--- src/rtl/game_flow_pkg.sv ---
// Shared types and constants for the game flow sequencer.
package game_flow_pkg;

  localparam int LVL_W = 4;
  localparam int SCR_W = 3;

  typedef enum logic [2:0] {
    IDLE,
    PLAY,
    CLEAR,
    OVER,
    WIN
  } flow_state_t;

  localparam logic [SCR_W-1:0] SCR_TITLE = 3'd0;
  localparam logic [SCR_W-1:0] SCR_PLAY  = 3'd1;
  localparam logic [SCR_W-1:0] SCR_CLEAR = 3'd2;
  localparam logic [SCR_W-1:0] SCR_OVER  = 3'd3;
  localparam logic [SCR_W-1:0] SCR_WIN   = 3'd4;

  // Screen shown by the video mux for a given flow state.
  function automatic logic [SCR_W-1:0] screenFor(input flow_state_t s);
    logic [SCR_W-1:0] scr;
    scr = SCR_TITLE;
    case (s)
      IDLE:    scr = SCR_TITLE;
      PLAY:    scr = SCR_PLAY;
      CLEAR:   scr = SCR_CLEAR;
      OVER:    scr = SCR_OVER;
      WIN:     scr = SCR_WIN;
      default: scr = SCR_TITLE;
    endcase
    return scr;
  endfunction

endpackage

--- src/rtl/game_flow_controller_if.sv ---
// Bundle between the game sequencer and its neighbours: player key,
// level controller handshake and display outputs.
interface game_flow_controller_if;
  import game_flow_pkg::*;

  logic             startKey;
  logic             stageEnded;
  logic             stageFailed;
  logic             levelEnable;
  logic             cycleLevel;
  logic             oneSecPulse;
  logic [LVL_W-1:0] levelIndex;
  logic [SCR_W-1:0] screenSel;
  logic [LVL_W-1:0] countdown;

  modport master (
    input  startKey,
    input  stageEnded,
    input  stageFailed,
    output levelEnable,
    output cycleLevel,
    output oneSecPulse,
    output levelIndex,
    output screenSel,
    output countdown
  );

  modport slave (
    output startKey,
    output stageEnded,
    output stageFailed,
    input  levelEnable,
    input  cycleLevel,
    input  oneSecPulse,
    input  levelIndex,
    input  screenSel,
    input  countdown
  );

endinterface

--- src/rtl/game_flow_controller_one_sec_tick.sv ---
// Prescaler producing a registered one-cycle tick every CLK_FREQ_HZ cycles
// while run is high; restart realigns the count to zero.
module one_sec_tick #(
  parameter int CLK_FREQ_HZ = 50_000_000
) (
  input  logic clk,
  input  logic reset,
  input  logic run,
  input  logic restart,
  output logic tick
);

  localparam int CNT_W = (CLK_FREQ_HZ > 1) ? $clog2(CLK_FREQ_HZ) : 1;
  localparam logic [CNT_W-1:0] LAST = CNT_W'(CLK_FREQ_HZ - 1);

  logic [CNT_W-1:0] cnt_q, cnt_d;
  logic             tick_q, tick_d;

  // Next count: held at zero when idle or restarting, wraps with a tick.
  always_comb begin
    cnt_d  = '0;
    tick_d = 1'b0;
    if (run && !restart) begin
      if (cnt_q == LAST) begin
        tick_d = 1'b1;
      end else begin
        cnt_d = cnt_q + 1'b1;
      end
    end
  end

  // Prescaler and tick registers.
  always_ff @(posedge clk) begin
    if (reset) begin
      cnt_q  <= '0;
      tick_q <= 1'b0;
    end else begin
      cnt_q  <= cnt_d;
      tick_q <= tick_d;
    end
  end

  assign tick = tick_q;

endmodule

--- src/rtl/game_flow_controller.sv ---
// Top-level game sequencer: title, play, stage-clear countdown, game-over and
// victory screens, plus the level index and 1 Hz tick for the level controller.
module game_flow_controller
  import game_flow_pkg::*;
#(
  parameter int CLK_FREQ_HZ        = 50_000_000,
  parameter int NUM_LEVELS         = 3,
  parameter int INTERSTAGE_SECONDS = 3
) (
  input  logic                   clk,
  input  logic                   reset,
  game_flow_controller_if.master flowIf
);

  localparam logic [LVL_W-1:0] LAST_LEVEL = LVL_W'(NUM_LEVELS - 1);
  localparam logic [LVL_W-1:0] CLEAR_SECS = LVL_W'(INTERSTAGE_SECONDS);

  flow_state_t      state_q, state_d;
  logic [LVL_W-1:0] levelIndex_q, levelIndex_d;
  logic [LVL_W-1:0] countdown_q, countdown_d;
  logic             cycleLevel_q, cycleLevel_d;
  logic             levelEnable_q, levelEnable_d;
  logic [SCR_W-1:0] screenSel_q, screenSel_d;
  logic             startKey_q;
  logic             startEdge;
  logic             tick;
  logic             tickRun;
  logic             tickRestart;

  // The edge register keeps following the key even during reset, so a key
  // held through reset does not look like a fresh press afterwards.
  always_ff @(posedge clk) begin
    startKey_q <= flowIf.startKey;
  end

  assign startEdge = flowIf.startKey & ~startKey_q;

  assign tickRun     = (state_d == PLAY) || (state_d == CLEAR);
  assign tickRestart = (state_d != state_q);

  one_sec_tick #(
    .CLK_FREQ_HZ(CLK_FREQ_HZ)
  ) u_tick (
    .clk    (clk),
    .reset  (reset),
    .run    (tickRun),
    .restart(tickRestart),
    .tick   (tick)
  );

  // Next-state, level index and countdown decisions.
  always_comb begin
    state_d      = state_q;
    levelIndex_d = levelIndex_q;
    countdown_d  = countdown_q;
    cycleLevel_d = 1'b0;
    case (state_q)
      IDLE: begin
        if (startEdge) begin
          state_d      = PLAY;
          levelIndex_d = '0;
        end
      end
      PLAY: begin
        if (flowIf.stageFailed) begin
          state_d = OVER;
        end else if (flowIf.stageEnded) begin
          if (levelIndex_q == LAST_LEVEL) begin
            state_d = WIN;
          end else begin
            state_d     = CLEAR;
            countdown_d = CLEAR_SECS;
          end
        end
      end
      CLEAR: begin
        if (startEdge || (tick && countdown_q == 4'd1)) begin
          state_d      = PLAY;
          levelIndex_d = levelIndex_q + 1'b1;
          countdown_d  = '0;
          cycleLevel_d = 1'b1;
        end else if (tick && countdown_q != 4'd0) begin
          countdown_d = countdown_q - 1'b1;
        end
      end
      OVER, WIN: begin
        if (startEdge) begin
          state_d      = IDLE;
          levelIndex_d = '0;
        end
      end
      default: begin
        state_d      = IDLE;
        levelIndex_d = '0;
        countdown_d  = '0;
      end
    endcase
    levelEnable_d = (state_d == PLAY);
    screenSel_d   = screenFor(state_d);
  end

  // State and registered outputs.
  always_ff @(posedge clk) begin
    if (reset) begin
      state_q       <= IDLE;
      levelIndex_q  <= '0;
      countdown_q   <= '0;
      cycleLevel_q  <= 1'b0;
      levelEnable_q <= 1'b0;
      screenSel_q   <= SCR_TITLE;
    end else begin
      state_q       <= state_d;
      levelIndex_q  <= levelIndex_d;
      countdown_q   <= countdown_d;
      cycleLevel_q  <= cycleLevel_d;
      levelEnable_q <= levelEnable_d;
      screenSel_q   <= screenSel_d;
    end
  end

  assign flowIf.levelEnable = levelEnable_q;
  assign flowIf.cycleLevel  = cycleLevel_q;
  assign flowIf.oneSecPulse = tick;
  assign flowIf.levelIndex  = levelIndex_q;
  assign flowIf.screenSel   = screenSel_q;
  assign flowIf.countdown   = countdown_q;

endmodule

--- src/flat_wrapper.sv ---
// flat-port wrapper written by rule: the top's interface ports become plain ports
module game_flow_controller_flat import game_flow_pkg::*;
#(
  parameter int CLK_FREQ_HZ        = 50_000_000,
  parameter int NUM_LEVELS         = 3,
  parameter int INTERSTAGE_SECONDS = 3
)
  (clk, reset, flowIf_startKey, flowIf_stageEnded, flowIf_stageFailed, flowIf_levelEnable, flowIf_cycleLevel, flowIf_oneSecPulse, flowIf_levelIndex, flowIf_screenSel, flowIf_countdown);
  game_flow_controller_if flowIf_i ();
  input  logic clk;
  input  logic reset;
  input wire logic [$bits(flowIf_i.startKey)-1:0] flowIf_startKey;
  input wire logic [$bits(flowIf_i.stageEnded)-1:0] flowIf_stageEnded;
  input wire logic [$bits(flowIf_i.stageFailed)-1:0] flowIf_stageFailed;
  output wire logic [$bits(flowIf_i.levelEnable)-1:0] flowIf_levelEnable;
  output wire logic [$bits(flowIf_i.cycleLevel)-1:0] flowIf_cycleLevel;
  output wire logic [$bits(flowIf_i.oneSecPulse)-1:0] flowIf_oneSecPulse;
  output wire logic [$bits(flowIf_i.levelIndex)-1:0] flowIf_levelIndex;
  output wire logic [$bits(flowIf_i.screenSel)-1:0] flowIf_screenSel;
  output wire logic [$bits(flowIf_i.countdown)-1:0] flowIf_countdown;
  assign flowIf_i.startKey = flowIf_startKey;
  assign flowIf_i.stageEnded = flowIf_stageEnded;
  assign flowIf_i.stageFailed = flowIf_stageFailed;
  assign flowIf_levelEnable = flowIf_i.levelEnable;
  assign flowIf_cycleLevel = flowIf_i.cycleLevel;
  assign flowIf_oneSecPulse = flowIf_i.oneSecPulse;
  assign flowIf_levelIndex = flowIf_i.levelIndex;
  assign flowIf_screenSel = flowIf_i.screenSel;
  assign flowIf_countdown = flowIf_i.countdown;
  game_flow_controller #(.CLK_FREQ_HZ(CLK_FREQ_HZ), .NUM_LEVELS(NUM_LEVELS), .INTERSTAGE_SECONDS(INTERSTAGE_SECONDS)) u_core (.clk(clk), .reset(reset), .flowIf(flowIf_i));
endmodule
--- config.mk ---
export PLATFORM = sky130hd
export DESIGN_NAME = game_flow_controller_flat
export DESIGN_NICKNAME = d
export VERILOG_FILES = /design/src/rtl/game_flow_pkg.sv /design/src/rtl/game_flow_controller_if.sv /design/src/rtl/game_flow_controller_one_sec_tick.sv /design/src/rtl/game_flow_controller.sv /design/src/flat_wrapper.sv
export SDC_FILE = /design/constraint.sdc
export NUM_CORES = 1
export LEC_CHECK = 0
export CORE_UTILIZATION = 50
export DETAILED_ROUTE_END_ITERATION = 8
export PLACE_DENSITY_LB_ADDON = 0.1
export SLEW_MARGIN = 10
export SYNTH_ARGS = -nofsm -noshare
export SYNTH_HDL_FRONTEND = slang
export SYNTH_SLANG_ARGS = --single-unit
export TNS_END_PERCENT = 1
--- constraint.sdc ---
create_clock -name clk -period 2.68 [get_ports clk]
set_input_delay 0.804 -clock clk [delete_from_list [all_inputs] [get_ports clk]]
set_output_delay 0.804 -clock clk [all_outputs]
set_load 0.005 [all_outputs]
---- Word level (Yosys, flattened, before mapping) ----
Index checks and enable logic that the tools add are counted.
word-level totals
  register bits after elaboration ......... 44
  input bits .............................. 5
  output and inout port bits .............. 14
  logic and storage cells ................. 70
cells by class
  add/sub/neg operators ................... 3
  equal/unequal tests ..................... 18
  muxes and demuxes ....................... 19
  bitwise gates (word level) .............. 6
  reductions and logical operators ........ 15
operators by type and width
  kind                   count
  $mux 4                 7
  $add 26x1->26 const B  1
  $eq 26x26->1 const B   1
  $pmux 3 s4             2
  $pmux 4 s3             2
  $mux 3                 6
  $eq 3x2->1 const B     4
  $eq 3x1->1 const B     2
  $eq 3x3->1 const B     2
  $ne 2x2->1 const B     3
  $reduce_or 2->1        3
  $reduce_or 3->1        2
  $not 1->1              5
  $reduce_and 5->1       1
  $add 4x1->4 const B    1
  $eq 4x1->1 const B     1
  $eq 4x2->1 const B     1
  $ne 2x1->1 const B     2
  $reduce_bool 4->1      1
  $sub 4x1->4 const B    1
  $logic_and 1x1->1      3
  $logic_not 3->1        1
  $ne 3x1->1 const B     1
  $ne 3x3->1             1
  other kinds (5)        7

---- Longest topological paths before layout ----
  depth in word-level cells ............... 10
  depth in mapped cells ................... 8
  mapped depth without buffers ............ 6

---- Modules after synthesis ----
A second synthesis with hierarchy kept.
second synthesis, totals
  cells, all modules ...................... 256
  area total of the unflattened synthesis .. 2,194.6 um^2
modules (own cells, without submodules)
  module                times used  cells an instance  area an instance (um^2)  seq. area each (um^2)
  one_sec_tick          1           145                1,246.2                  540.5
  game_flow_controller  1           111                948.4                    340.3

---- Worst setup path before layout ----
OpenSTA, ideal clock, no wires.
  kind .................................... input port to flip-flop
  from .................................... in reset
  to ...................................... reg u_core.u_tick.cnt_q[9]
  setup time .............................. 0.073 ns
  arrival time ............................ 2.024 ns
  required time ........................... 2.607 ns
  setup slack ............................. 0.583 ns
  cell stages on the path ................. 5
  path buffers ............................ 1
  cell sequence ........................... or2_2 -> a2111oi_2 -> o32ai_4 -> buf_6 -> nor3_2
between the ends
  word-level cells in the longest chain between the ends .. 1
RTL lines
  item                              line                                     source
  start, declared                   flat_wrapper.sv:11                       input logic reset;
  $reduce_or 3->1 (no source line)  --
  end signal, assigned              game_flow_controller_one_sec_tick.sv:38  cnt_q <= cnt_d;
  end, declared                     game_flow_controller_one_sec_tick.sv:16  logic [CNT_W-1:0] cnt_q, cnt_d;
No other way between the ends.
A chain may end at the register's enable or synchronous reset.

---- Worst setup path after layout ----
  from .................................... in reset
  to ...................................... reg u_core.u_tick.tick_q (netlist: u_core.u_tick.tick)
between the ends
  word-level cells in the longest chain between the ends .. 1
RTL lines
  item                              line                                     source
  $reduce_or 2->1 (no source line)  --
  end signal, assigned              game_flow_controller_one_sec_tick.sv:39  tick_q <= tick_d;
  end, declared                     game_flow_controller_one_sec_tick.sv:17  logic tick_q, tick_d;
No other way between the ends.

==> results.sh <==
export IMPL_min_period_ps=2360
export IMPL_grt_overflow=0
export IMPL_synth_area_leaders="dfxtp_1 (37%), nor3_2 (5.4%), a211oi_2 (3.7%)"
export IMPL_regToRegSetupSlack_ps=400
export IMPL_synth_largest_area_cell="dfxtp_1"
export IMPL_power_density_nw_per_um2=457
export IMPL_drive_above_1_share_pct=18.6
export IMPL_ys_seq_area_share_pct=36.8
export IMPL_hp_class="reg -> reg"
export IMPL_synth_seq_cells=44
export IMPL_cts_htree_levels=2
export IMPL_grt_pass1_wl_mm=8.37
export IMPL_cts_clk_slew_worst_paths_ps=80
export IMPL_ctsHoldBuffers=0
export IMPL_synth_area_um2=2390
export IMPL_route_top_layer_used="met4"
export IMPL_root_buffer="clkbuf_8"
export IMPL_met3_length_um=119
export IMPL_tightest_slew_ps=529
export IMPL_drc=0
export IMPL_grt_antenna_before_repair=0
export IMPL_switching_share_pct=25.4
export IMPL_power_w=0.00124
export IMPL_post_cts_buffers=0
export IMPL_critPathLaunch="reset"
export IMPL_p_switching_w=0.000314
export IMPL_final_cells=321
export IMPL_io_buffer_count=18
export IMPL_drtIter0Drc=121
export IMPL_avgViaCountPerCell=6.10
export IMPL_dp_slack_ps=0.203
export IMPL_pwr_share_clk_pct=31.3
export IMPL_r2r_end="u_core.u_tick.cnt_q[22]"
export IMPL_reg2regPathDepth=5
export IMPL_comb_power_share_pct=12.9
export IMPL_cp_cell_sequence="clkdlybuf4s50_1, or2_2, a2111oi_2, o32ai_4, buf_12, nor4_1"
export IMPL_maxCapViolCount=0
export IMPL_antenna_left=0
export IMPL_synth_fp_nets=260
export IMPL_core_region_area_um2=4470
export IMPL_slew_headroom_pct=64.6
export IMPL_synth_warnings=0
export IMPL_diodes=0
export IMPL_clock_skew_ps=7.62
export IMPL_area_growth_pct=13.3
export IMPL_track_usage_pct=20.4
export IMPL_gp_congestion=0.771
export IMPL_dp_hpwl_mm=3.27
export IMPL_synth_top_cell_area_share_pct=36.8
export IMPL_synth_edf_count=0
export IMPL_dieArea_um2=5070
export IMPL_cpMaxStageDelayCell="a2111oi_2"
export IMPL_fmax_mhz=423
export IMPL_die_w_um=71.2
export IMPL_fin_crit_sh_pct=88.2
export IMPL_fillers=407
export IMPL_worst_setup_path_end_kind="flip-flop"
export IMPL_wl_met1_mm=2.25
export IMPL_crit_type="in -> reg"
export IMPL_initial_core_util_pct=53.5
export IMPL_hold_violations=0
export IMPL_wl_per_cell_um=14.5
export IMPL_reg2reg_from="u_core.u_tick.cnt_q[0]"
export IMPL_rows=24
export IMPL_cp_slowest_stage_delay_ps=450
export IMPL_ys_async_sr_fraction_pct=0
export IMPL_wl_mm=4.66
export IMPL_firstDrtPassIters=6
export IMPL_place_inst=314
export IMPL_cts_tree="done"
export IMPL_syn_avg_cell_area_um2=9.57
export IMPL_synth_distinct_cells=53
export IMPL_tns_ps=0
export IMPL_vdd_drop_max_v=0.000265
export IMPL_p_int_w=0.000925
export IMPL_power_leakage_nw=0.885
export IMPL_critPathLaunchType="primary input"
export IMPL_num_vias=1958
export IMPL_cp_arrival_ps=2550
export IMPL_clk_path_buf_depth=2
export IMPL_clock_latency_ps=290
export IMPL_grt_max_degree=28
export IMPL_netlist_instances=250
export IMPL_ys_flop_type="dfxtp_1"
export IMPL_slew_viol_final=0
export IMPL_status="completed"
export IMPL_numCtsBuffers=5
export IMPL_setup_ws_ps=317
export IMPL_crit_fanout=27
export IMPL_finalSetupViolations=0
export IMPL_met2_wirelength_mm=2.27
export IMPL_power_frac_seq_pct=55.8
export IMPL_cp_required_ps=2870
export IMPL_final_nets=279
export IMPL_ctsResizeCount=0
export IMPL_rsz0062_at_grt="false"
export IMPL_crit_end="u_core.u_tick.tick"
export IMPL_die_y_um=71.2
export IMPL_io_pins=19
export IMPL_first_global_vias=1909
export IMPL_cts_sinks=44
==> worst min path at each step <==
stage,cells after the start,from,slack (ps),to
after floorplan,2,u_core.u_tick.cnt_q[25],460,u_core.u_tick.cnt_q[25]
after global placement,2,u_core.flowIf.levelIndex[3],480,u_core.flowIf.levelIndex[3]
after detailed placement,2,u_core.flowIf.levelIndex[3],490,u_core.flowIf.levelIndex[3]
after CTS,2,u_core.flowIf.levelIndex[3],500,u_core.flowIf.levelIndex[3]
after global routing,2,u_core.u_tick.cnt_q[25],540,u_core.u_tick.cnt_q[25]
final,2,u_core.flowIf.levelIndex[2],500,u_core.flowIf.levelIndex[2]
==> registers in the layout (all words and copies together), names as in the netlist <==
signal / cells
u_core.flowIf.levelEnable: 1
u_core.u_tick.tick: 1
u_core.state_q: 3
u_core.flowIf.levelIndex: 4
u_core.flowIf.cycleLevel: 1
u_core.u_tick.cnt_q: 26
u_core.flowIf.countdown: 4
u_core.startKey_q: 1
u_core.flowIf.screenSel: 3
==> power by group through the flow <==
stage | clock network, W | registers (W) | logic, W
after floorplan | 0 | 0.000698 | 0.000116
after global placement | 0 | 0.000707 | 0.000160
after detailed placement | 0 | 0.000707 | 0.000160
after CTS | 0.000408 | 0.000691 | 0.000162
after global routing | 0.000432 | 0.000696 | 0.000177
final | 0.000387 | 0.000691 | 0.000160
==> critical path: cells and delay by family <==
kind	cells	cell delay [ps]
AO/OA/AOI/OAI	2	620
AND/OR/NAND/NOR	2	500
buffers and inverters	2	610
==> cell type report <==
type                       instances  area (µm²)  share of cell area, %
clock buffer                       6        72.6                   2.68
clock inverter                     1        5.00                  0.185
inverter                           8        30.0                   1.11
multi-input combinational        184        1400                   51.8
sequential                        44         881                   32.5
tap                               52        65.1                   2.40
timing repair buffer              26         253                   9.33
==> metrics by stage <==
step	cell area (µm²)	hold WS (ps)	util [%]
CTS	2710	501	60.6
global route	2710	538	60.6
global placement	2630	480	58.8
finish	2710	503	60.6
floorplan	2390	456	-
detailed placement	2630	488	58.8
==> cell usage in the layout, fill, tap and decap left out, drive strengths merged, types with 3 or more instances in the layout <==
cell type | Yosys | routed
dfxtp | 44 | 44
nor3 | 20 | 20
clkdlybuf4s50 | 0 | 18
a211oi | 12 | 12
nand2 | 11 | 11
o31ai | 10 | 10
o21ai | 10 | 10
nand4 | 9 | 9
inv | 8 | 8
or3 | 8 | 8
nand3 | 8 | 8
or4 | 8 | 8
buf | 11 | 8
nor2 | 7 | 7
xor2 | 7 | 7
xnor2 | 6 | 6
a21oi | 6 | 6
clkbuf | 3 | 6
and3 | 6 | 6
nand2b | 5 | 5
nor4 | 5 | 5
ha | 5 | 5
nor3b | 4 | 4
a31oi | 3 | 3
nor4b | 3 | 3
a2111oi | 3 | 3
mux2i | 3 | 3
and4 | 3 | 3
==> routing by layer <==
layer	global-route usage (%)	vias to the layer above
met2	35.7	23
met1	25.0	938
met3	4.13	4
met4	6.44	0
li1	-	993
met5	0	-
==> synthesized netlist by cell type, drive strengths merged, types with 2 or more instances <==
master    n
a2111oi   3
a211oi   12
a21oi     6
a31oi     3
and3      6
and4      3
buf      11
clkbuf    3
dfxtp    44
ha        5
inv       8
mux2i     3
nand2    11
nand2b    5
nand3     8
nand3b    2
nand4     9
nor2      7
nor2b     2
nor3     20
nor3b     4
nor4      5
nor4b     3
o211a     2
o211ai    2
o21ai    10
o31ai    10
or2       2
or3       8
or4       8
or4b      2
xnor2     6
xor2      7
==> kinds of logic after synthesis <==
group,share of synthesized area [%]
compound gates,18.8
mux,1.26
flops,36.8
fa+ha+maj,2.62
simple gates,31.0
buf+inv,4.76
xor+xnor,4.76
(Power assumes the default switching activity.)
